File: src/rtl/ghash_tag_engine.sv
// Multi-channel GHASH accumulator and GCM tag finaliser with a digit-serial GF(2^128) multiplier.
// Data blocks occupy the engine for N = 128/DIGIT_BITS cycles; o_ready drops while a multiply runs.
module ghash_tag_engine #(
  parameter int DIGIT_BITS = 8,
  parameter int NUM_CH = 4,
  localparam int CH_W = (NUM_CH > 1) ? $clog2(NUM_CH) : 1
) (
  input  logic            clk,
  input  logic            rst,
  input  logic            i_valid,
  output logic            o_ready,
  input  logic [CH_W-1:0] i_ch,
  input  logic [1:0]      i_type,
  input  logic [0:127]    i_block,
  input  logic [0:127]    i_h,
  input  logic [0:127]    i_encrypted_j0,
  output logic            o_tag_valid,
  output logic [0:127]    o_tag,
  output logic [CH_W-1:0] o_tag_ch,
  output logic            o_err
);
  localparam int N = 128 / DIGIT_BITS;
  localparam int CNT_W = $clog2(N + 1);
  localparam logic [1:0] T_LEN = 2'b10;
  localparam logic [1:0] T_START = 2'b11;
  localparam logic [0:127] R_POLY = {8'he1, 120'd0};

  typedef enum logic {IDLE, MULT} state_t;
  state_t state, state_nxt;

  logic [0:127]      s_q [NUM_CH];
  logic [0:127]      h_q [NUM_CH];
  logic [0:127]      j0_q [NUM_CH];
  logic [NUM_CH-1:0] active_q;

  logic [0:127]      x_q, v_q, z_q;
  logic [0:127]      x_nxt, v_nxt, z_nxt;
  logic [CNT_W-1:0]  cnt_q;
  logic [CH_W-1:0]   ch_q;
  logic              len_q;

  logic accept, ch_ok, start_go, data_go, drop, done;

  assign o_ready  = (state == IDLE) && !rst;
  assign accept   = i_valid && o_ready;
  assign ch_ok    = int'(i_ch) < NUM_CH;
  assign start_go = accept && ch_ok && (i_type == T_START);
  assign data_go  = accept && ch_ok && (i_type != T_START) && active_q[i_ch];
  assign drop     = accept && !start_go && !data_go;
  assign done     = (state == MULT) && (cnt_q == CNT_W'(N - 1));

  always_ff @(posedge clk) begin
    if (rst) state <= IDLE;
    else     state <= state_nxt;
  end

  always_comb begin
    state_nxt = state;
    case (state)
      IDLE:    if (data_go) state_nxt = MULT;
      MULT:    if (done) state_nxt = IDLE;
      default: state_nxt = IDLE;
    endcase
  end

  // One digit of SP 800-38D Algorithm 1: consume X bits from index 0 upward.
  always_comb begin
    z_nxt = z_q;
    v_nxt = v_q;
    for (int i = 0; i < DIGIT_BITS; i++) begin
      if (x_q[i]) z_nxt = z_nxt ^ v_nxt;
      v_nxt = (v_nxt >> 1) ^ (v_nxt[127] ? R_POLY : '0);
    end
    x_nxt = x_q << DIGIT_BITS;
  end

  always_ff @(posedge clk) begin
    if (rst) begin
      for (int c = 0; c < NUM_CH; c++) begin
        s_q[c]  <= '0;
        h_q[c]  <= '0;
        j0_q[c] <= '0;
      end
      active_q    <= '0;
      x_q         <= '0;
      v_q         <= '0;
      z_q         <= '0;
      cnt_q       <= '0;
      ch_q        <= '0;
      len_q       <= 1'b0;
      o_tag_valid <= 1'b0;
      o_tag       <= '0;
      o_tag_ch    <= '0;
      o_err       <= 1'b0;
    end else begin
      o_tag_valid <= 1'b0;
      o_err       <= drop;
      if (start_go) begin
        s_q[i_ch]      <= '0;
        h_q[i_ch]      <= i_h;
        j0_q[i_ch]     <= i_encrypted_j0;
        active_q[i_ch] <= 1'b1;
      end
      if (data_go) begin
        x_q   <= s_q[i_ch] ^ i_block;
        v_q   <= h_q[i_ch];
        z_q   <= '0;
        cnt_q <= '0;
        ch_q  <= i_ch;
        len_q <= (i_type == T_LEN);
      end
      if (state == MULT) begin
        x_q   <= x_nxt;
        v_q   <= v_nxt;
        z_q   <= z_nxt;
        cnt_q <= cnt_q + 1'b1;
        if (done) begin
          s_q[ch_q] <= z_nxt;
          // The length block closes the message: emit the tag and retire the channel.
          if (len_q) begin
            o_tag          <= z_nxt ^ j0_q[ch_q];
            o_tag_ch       <= ch_q;
            o_tag_valid    <= 1'b1;
            active_q[ch_q] <= 1'b0;
          end
        end
      end
    end
  end
endmodule

File: config.mk
export PLATFORM = sky130hd
export DESIGN_NAME = ghash_tag_engine
export DESIGN_NICKNAME = d
export VERILOG_FILES = /design/src/rtl/ghash_tag_engine.sv
export SDC_FILE = /design/constraint.sdc
export NUM_CORES = 2
export LEC_CHECK = 0
export ABC_AREA = 0
export BUFFER_PORTS_ARGS = -buffer_cell sky130_fd_sc_hd__buf_2
export CAP_MARGIN = 10
export CORE_MARGIN = 10
export CORE_UTILIZATION = 27
export DETAILED_ROUTE_END_ITERATION = 10
export HOLD_SLACK_MARGIN = 0.05
export PLACE_DENSITY = 0.39
export REMOVE_ABC_BUFFERS = 1
export SLEW_MARGIN = 20
export SYNTH_ARGS = -nofsm -noshare
export SYNTH_HDL_FRONTEND = slang
export SYNTH_SLANG_ARGS = --single-unit
File: constraint.sdc
create_clock -name clk -period 59.6 [get_ports clk]
set_input_delay 5.96 -clock clk [delete_from_list [all_inputs] [get_ports clk]]
set_output_delay 5.96 -clock clk [all_outputs]
set_load 0.1 [all_outputs]
=== After elaboration in Yosys (flattened, before gate mapping) ===
Memory sizes are Yosys's and may differ from the RTL's. A register that Yosys moved wholly into a read port is not among the register bits.
Cells that the tools add are included.

* Register bits: 529
* Bits in latches: 0
* RAM bits: 1536
* Bits in read-only memories: 0
* Input bits: 391
* Output and inout bits: 133
* Word-level logic and storage cells: 131
* Memories kept: 3

{| class="wikitable"
|+ Memories
! name !! words !! width !! rd ports !! clocked after Yosys merged registers in !! write ports !! line !! source
|-
| h_q || 4 || 128 || 1 || 0 || 4 || 32 || <nowiki>logic [0:127] h_q [NUM_CH];</nowiki>
|-
| j0_q || 4 || 128 || 1 || 1 || 4 || 33 || <nowiki>logic [0:127] j0_q [NUM_CH];</nowiki>
|-
| s_q || 4 || 128 || 1 || 0 || 4 || 31 || <nowiki>logic [0:127] s_q [NUM_CH];</nowiki>
|}

* Add/subtract/negate cells: 1
* Multiply operators: 0
* Divide/modulo/power cells: 0
* Magnitude comparators: 4
* Equality and inequality tests: 4
* Shift operators: 0
* Multiplexer cells: 62
* Bitwise logic cells: 23
* Reduce and logical (&&, ||, !) cells: 21

{| class="wikitable"
|+ Operators with widths
! cell !! number
|-
| two-way mux 128 bit || 26
|-
| XOR 128 bit || 10
|-
| XOR 127 x 128 -> 128 bit || 8
|-
| OR reduction 128 bit || 4
|-
| two-way mux 4 bit || 5
|-
| two-way mux 1 bit || 19
|-
| two-way mux 2 bit || 6
|-
| logical AND 1 bit || 10
|-
| two-way mux 5 bit || 2
|-
| less-than comparator 2 x 3 -> 1 bit (second input constant) || 2
|-
| adder 5 x 1 -> 5 bit (second input constant) || 1
|-
| equality test 5 x 4 -> 1 bit (second input constant) || 1
|-
| bitwise AND 4 bit || 1
|-
| demux 1 bit (select 2 bit) || 2
|-
| equality test 2 bit (second input constant) || 2
|-
| >= comparator 2 x 1 -> 1 bit (second input constant) || 2
|-
| inverter 4 bit || 1
|-
| OR 4 bit || 1
|-
| logical NOT 1 bit || 3
|-
| AND reduction 3 bit || 1
|-
| OR reduction 3 bit || 1
|-
| binary-select mux 1 bit (select 2 bit) || 1
|-
| != test 2 bit (second input constant) || 1
|-
| inverter 1 bit || 2
|-
| other kinds (3) || 3
|}

=== Depth between registers and ports, before layout ===
* Depth after elaboration: 17
* Gate-level depth with buffers: 11

=== Worst setup path before layout ===
Ideal clock, no wire load.

* Kind: input to register
* Start: in i_ch[0]
* End: mem h_q[0][0] (netlist bit) (enable)
* Setup time: 1.228 ns
* Data arrival time: 24.947 ns
* Setup slack: 33.425 ns
* Stages on the path: 7
* Path buffers: 5
* Cells stage by stage: buf_2 -> buf_4 -> buf_2 -> or2_2 -> clkbuf_1 -> clkbuf_1 -> o21ai_0

{| class="wikitable"
|+ RTL lines
! what !! line !! source
|-
| from (decl) || 12 || <nowiki>input logic [CH_W-1:0] i_ch,</nowiki>
|-
| to (decl) || 32 ||
|}

=== Final worst setup path ===
* Start: in rst
* End: out o_ready

* Cells in the longest elaborated chain, start to end: 2

{| class="wikitable"
|+ Ends and longest elaborated chain
! what !! line !! source
|-
| from (decl) || 9 || <nowiki>input logic rst,</nowiki>
|-
| logical NOT 1 bit || 44 || <nowiki>assign o_ready = (state == IDLE) && !rst;</nowiki>
|-
| logical AND 1 bit || 44 ||
|-
| to (decl) || 11 || <nowiki>output logic o_ready,</nowiki>
|}

Every way passes these cells.

==> metrics.md <==
| Metric | Value |
|---|---|
| Largest net degree at the start of global routing | 162 |
| Skew final | 47.8 ps |
| FILL cells | 37157 |
| Tot Pwr | 3250 uW |
| Worst reg-to-reg path cell count | 8 |
| Status | finished, final reports clean |
| First-pass GRT wire length | 516 mm |
| Cts repair resizes | 0 |
| Crit path max fanout | 56 |
| Post-synth top flop | edfxtp_1 |
| WL/cell | 25.5 um |
| Hold Crit Class | register to register |
| Die width | 626 um |
| Max IR drop VDD | 0.0000234 V |
| Crit path time final | 13660 ps |
| Worst Setup End Kind | output port |
| Initial Util | 27.1% |
| Via count | 67051 |
| Period utilisation layout | 22.9% |
| Worst hold slack | 478 ps |
| Synthesized instance count | 9068 |
| Yosys reg bits | 2067 |
| Total grt overflow | 0 |
| Clock tree buffer depth | 4 |
| Most common cell in the netlist | nor2_1 |
| RSZ-0062 raised after global routing | false |
| Die area | 392000 sq um |
| Vias per cell | 4.69 |
| F_max | 73.2 MHz |
| CTS Buf Count | 235 |
| Total wire length | 365 mm |
| CTS tree | done |
| Max-Cap Viols | 0 |
| Area growth, synth to finish | 15.4% |
| Layout net count | 9659 |
| Clock Latency Late Sink | 930 ps |
| Clk sinks | 2067 |
| Drt first-iter violations | 5264 |
| Reg2reg end | s_q[0][113] |
| CP Data Required Time | 53640 ps |
| Setup crit start | rst |
| Slew Viols, Final | 0 |
| Vias in the first global route | 68506 |
| Worst r2r src | state |
| Synth cell types | 45 |
| Post-synth top cells | 1787 x nor2_1, 1670 x nand2_1, 1536 x edfxtp_1 |
| PwrDens | 28.4 nW/um^2 |
| H-tree Lvls | 4 |
| Synth warn | 0 |
| Hpwl dp | 227 mm |
| Site Rows | 222 |
| Number of synthesized flops with an enable pin | 1536 |
| Final ANT Viol Nets | 0 |
| Final Util | 31.3% |
| Setup TNS | 0 ps |
| Clock Tree Root | clkbuf_16 |
| Critical path class | primary input to output port |
| GRT Util Overall | 18.0% |
| Hold-fix buffers at CTS | 0 |
| Chip Height | 626 um |
| Layout cell share with drive strength beyond 1 | 15.6% |
| Synth Cell Area | 99200 sq um |
| Area share of the largest cell type after synthesis | 46.5% |
| R2R Setup Slk | 54450 ps |
| Mapped Avg Cell Area | 10.9 sq um |
| WP data arrival | 7700 ps |
| I/O pin total | 524 |
| Setup violations, final | 0 |
| Residual DRC count | 0 |
| Relative slew slack | 19.8% |
| CORE AREA | 366000 sq um |
| IO Port Bufs | 523 |
| CP endpoint | o_ready |
| Post-CTS Setup Bufs | 0 |
| Setup crit start kind | primary input |
| Final hold violations | 0 |
| LEAKAGE | 0.0402 uW |
| Initial antenna violation count | 41 |
| RePlAce Congestion | 0.747 |
| Top cells by area, synth | edfxtp_1 47%, dfxtp_1 11%, xnor2_1 8.9% |
| Yosys top cell by area | edfxtp_1 |
| Post-synth ARST share | 0% |
| Actual transition at the worst max-transition pin | 1200 ps |
| Register area share after synthesis | 57.2% |
| Drt pass-1 iters | 5 |
| Clk slew on worst S/H paths | 60 ps |
==> where the power goes <==
part / internal (uW) / total, uW / switching [uW]
combinational: 55.0 / 167 / 112
sequential: 1590 / 1600 / 11.4
clock: 847 / 1480 / 636
total: 2490 / 3250 / 759
==> critical path, cell delays in order <==
cell,delay (ps)
buf_8,220
or2_2,500
inv_1,380
buf_2,520
==> logic make-up after synthesis <==
family	count (synthesis)	synth area share, %
compound gates	697	4.68
xor+xnor	1285	11.5
fa+ha+maj	2	0.0252
buf+inv	1114	4.33
flops	2067	57.2
mux	386	8.75
simple gates	3517	13.5
==> final cells by class <==
cell class,instances,area (sq um),share of cell area [%]
sequential,2067,56800,49.6
multi-input combinational,5887,38400,33.5
clock buffer,314,6470,5.65
tap,4816,6030,5.26
timing repair buffer,684,4010,3.51
inverter,391,1470,1.28
clock inverter,128,1310,1.14
antenna,11,27.5,0.0240
==> layout by cell type, fill, tap and decap left out, drive strengths merged, types with 2 or more instances in the layout <==
master	synthesis	final
xor3	6	6
a221oi	120	120
nand2	1670	1670
xnor2	1004	1004
o21ai	16	16
and2	2	2
xnor3	7	7
bufinv	0	19
nor2b	3	3
nand2b	7	7
nor4	4	4
edfxtp	1536	1536
o221ai	6	6
mux4	385	385
ha	2	2
nand4	2	2
xor2	268	268
a21oi	285	285
a22oi	127	127
and3	5	5
nor2	1787	1787
buf	144	684
a211oi	133	133
nand3b	3	3
or2	9	9
a21o	2	2
diode	0	11
clkinvlp	0	9
inv	391	400
dfxtp	531	531
o21a	2	2
nor3	11	11
nand4b	4	4
clkbuf	579	314
clkinv	0	91
nand3	7	7
nor4bb	2	2
==> worst min path at each step <==
stage	cells past startpoint	endpoint	start
after floorplan	1	active_q[1]	active_q[1]
after global placement	2	active_q[3]	active_q[3]
after detailed placement	2	cnt_q[3]	cnt_q[3]
after CTS	2	cnt_q[3]	cnt_q[3]
after global routing	2	o_tag[72]	o_tag[72]
final	2	cnt_q[3]	cnt_q[3]
==> metal layers <==
metal	vias up	part of all wire [%]	global-route usage, %
li1	30902	-	-
met1	34014	45	24.6
met4	6	2.7	4.69
met5	-	0.0088	0
met3	427	4.7	2.08
met2	1702	48	30.3
==> per-stage QoR <==
stage          instances  area, sq um  worst slack, ps
5_1_grt            14290       114000            45900
2_1_floorplan       8345        96400            23730
3_3_place_gp       13844       107000            45880
4_1_cts            14287       114000            45860
6_report           14298       115000            45940
3_5_place_dp       13845       107000            45860
==> flip-flops by register name, summed over array words and instances, names as in the netlist, named ones only <==
register and count:
active_q 4, ch_q 2, cnt_q 5, h_q 512
j0_q 512, len_q 1, o_err 1, o_tag 128
o_tag_ch 2, o_tag_valid 1, s_q 512, state 1
v_q 128, x_q 128, z_q 128
(Power assumes the default switching activity.)
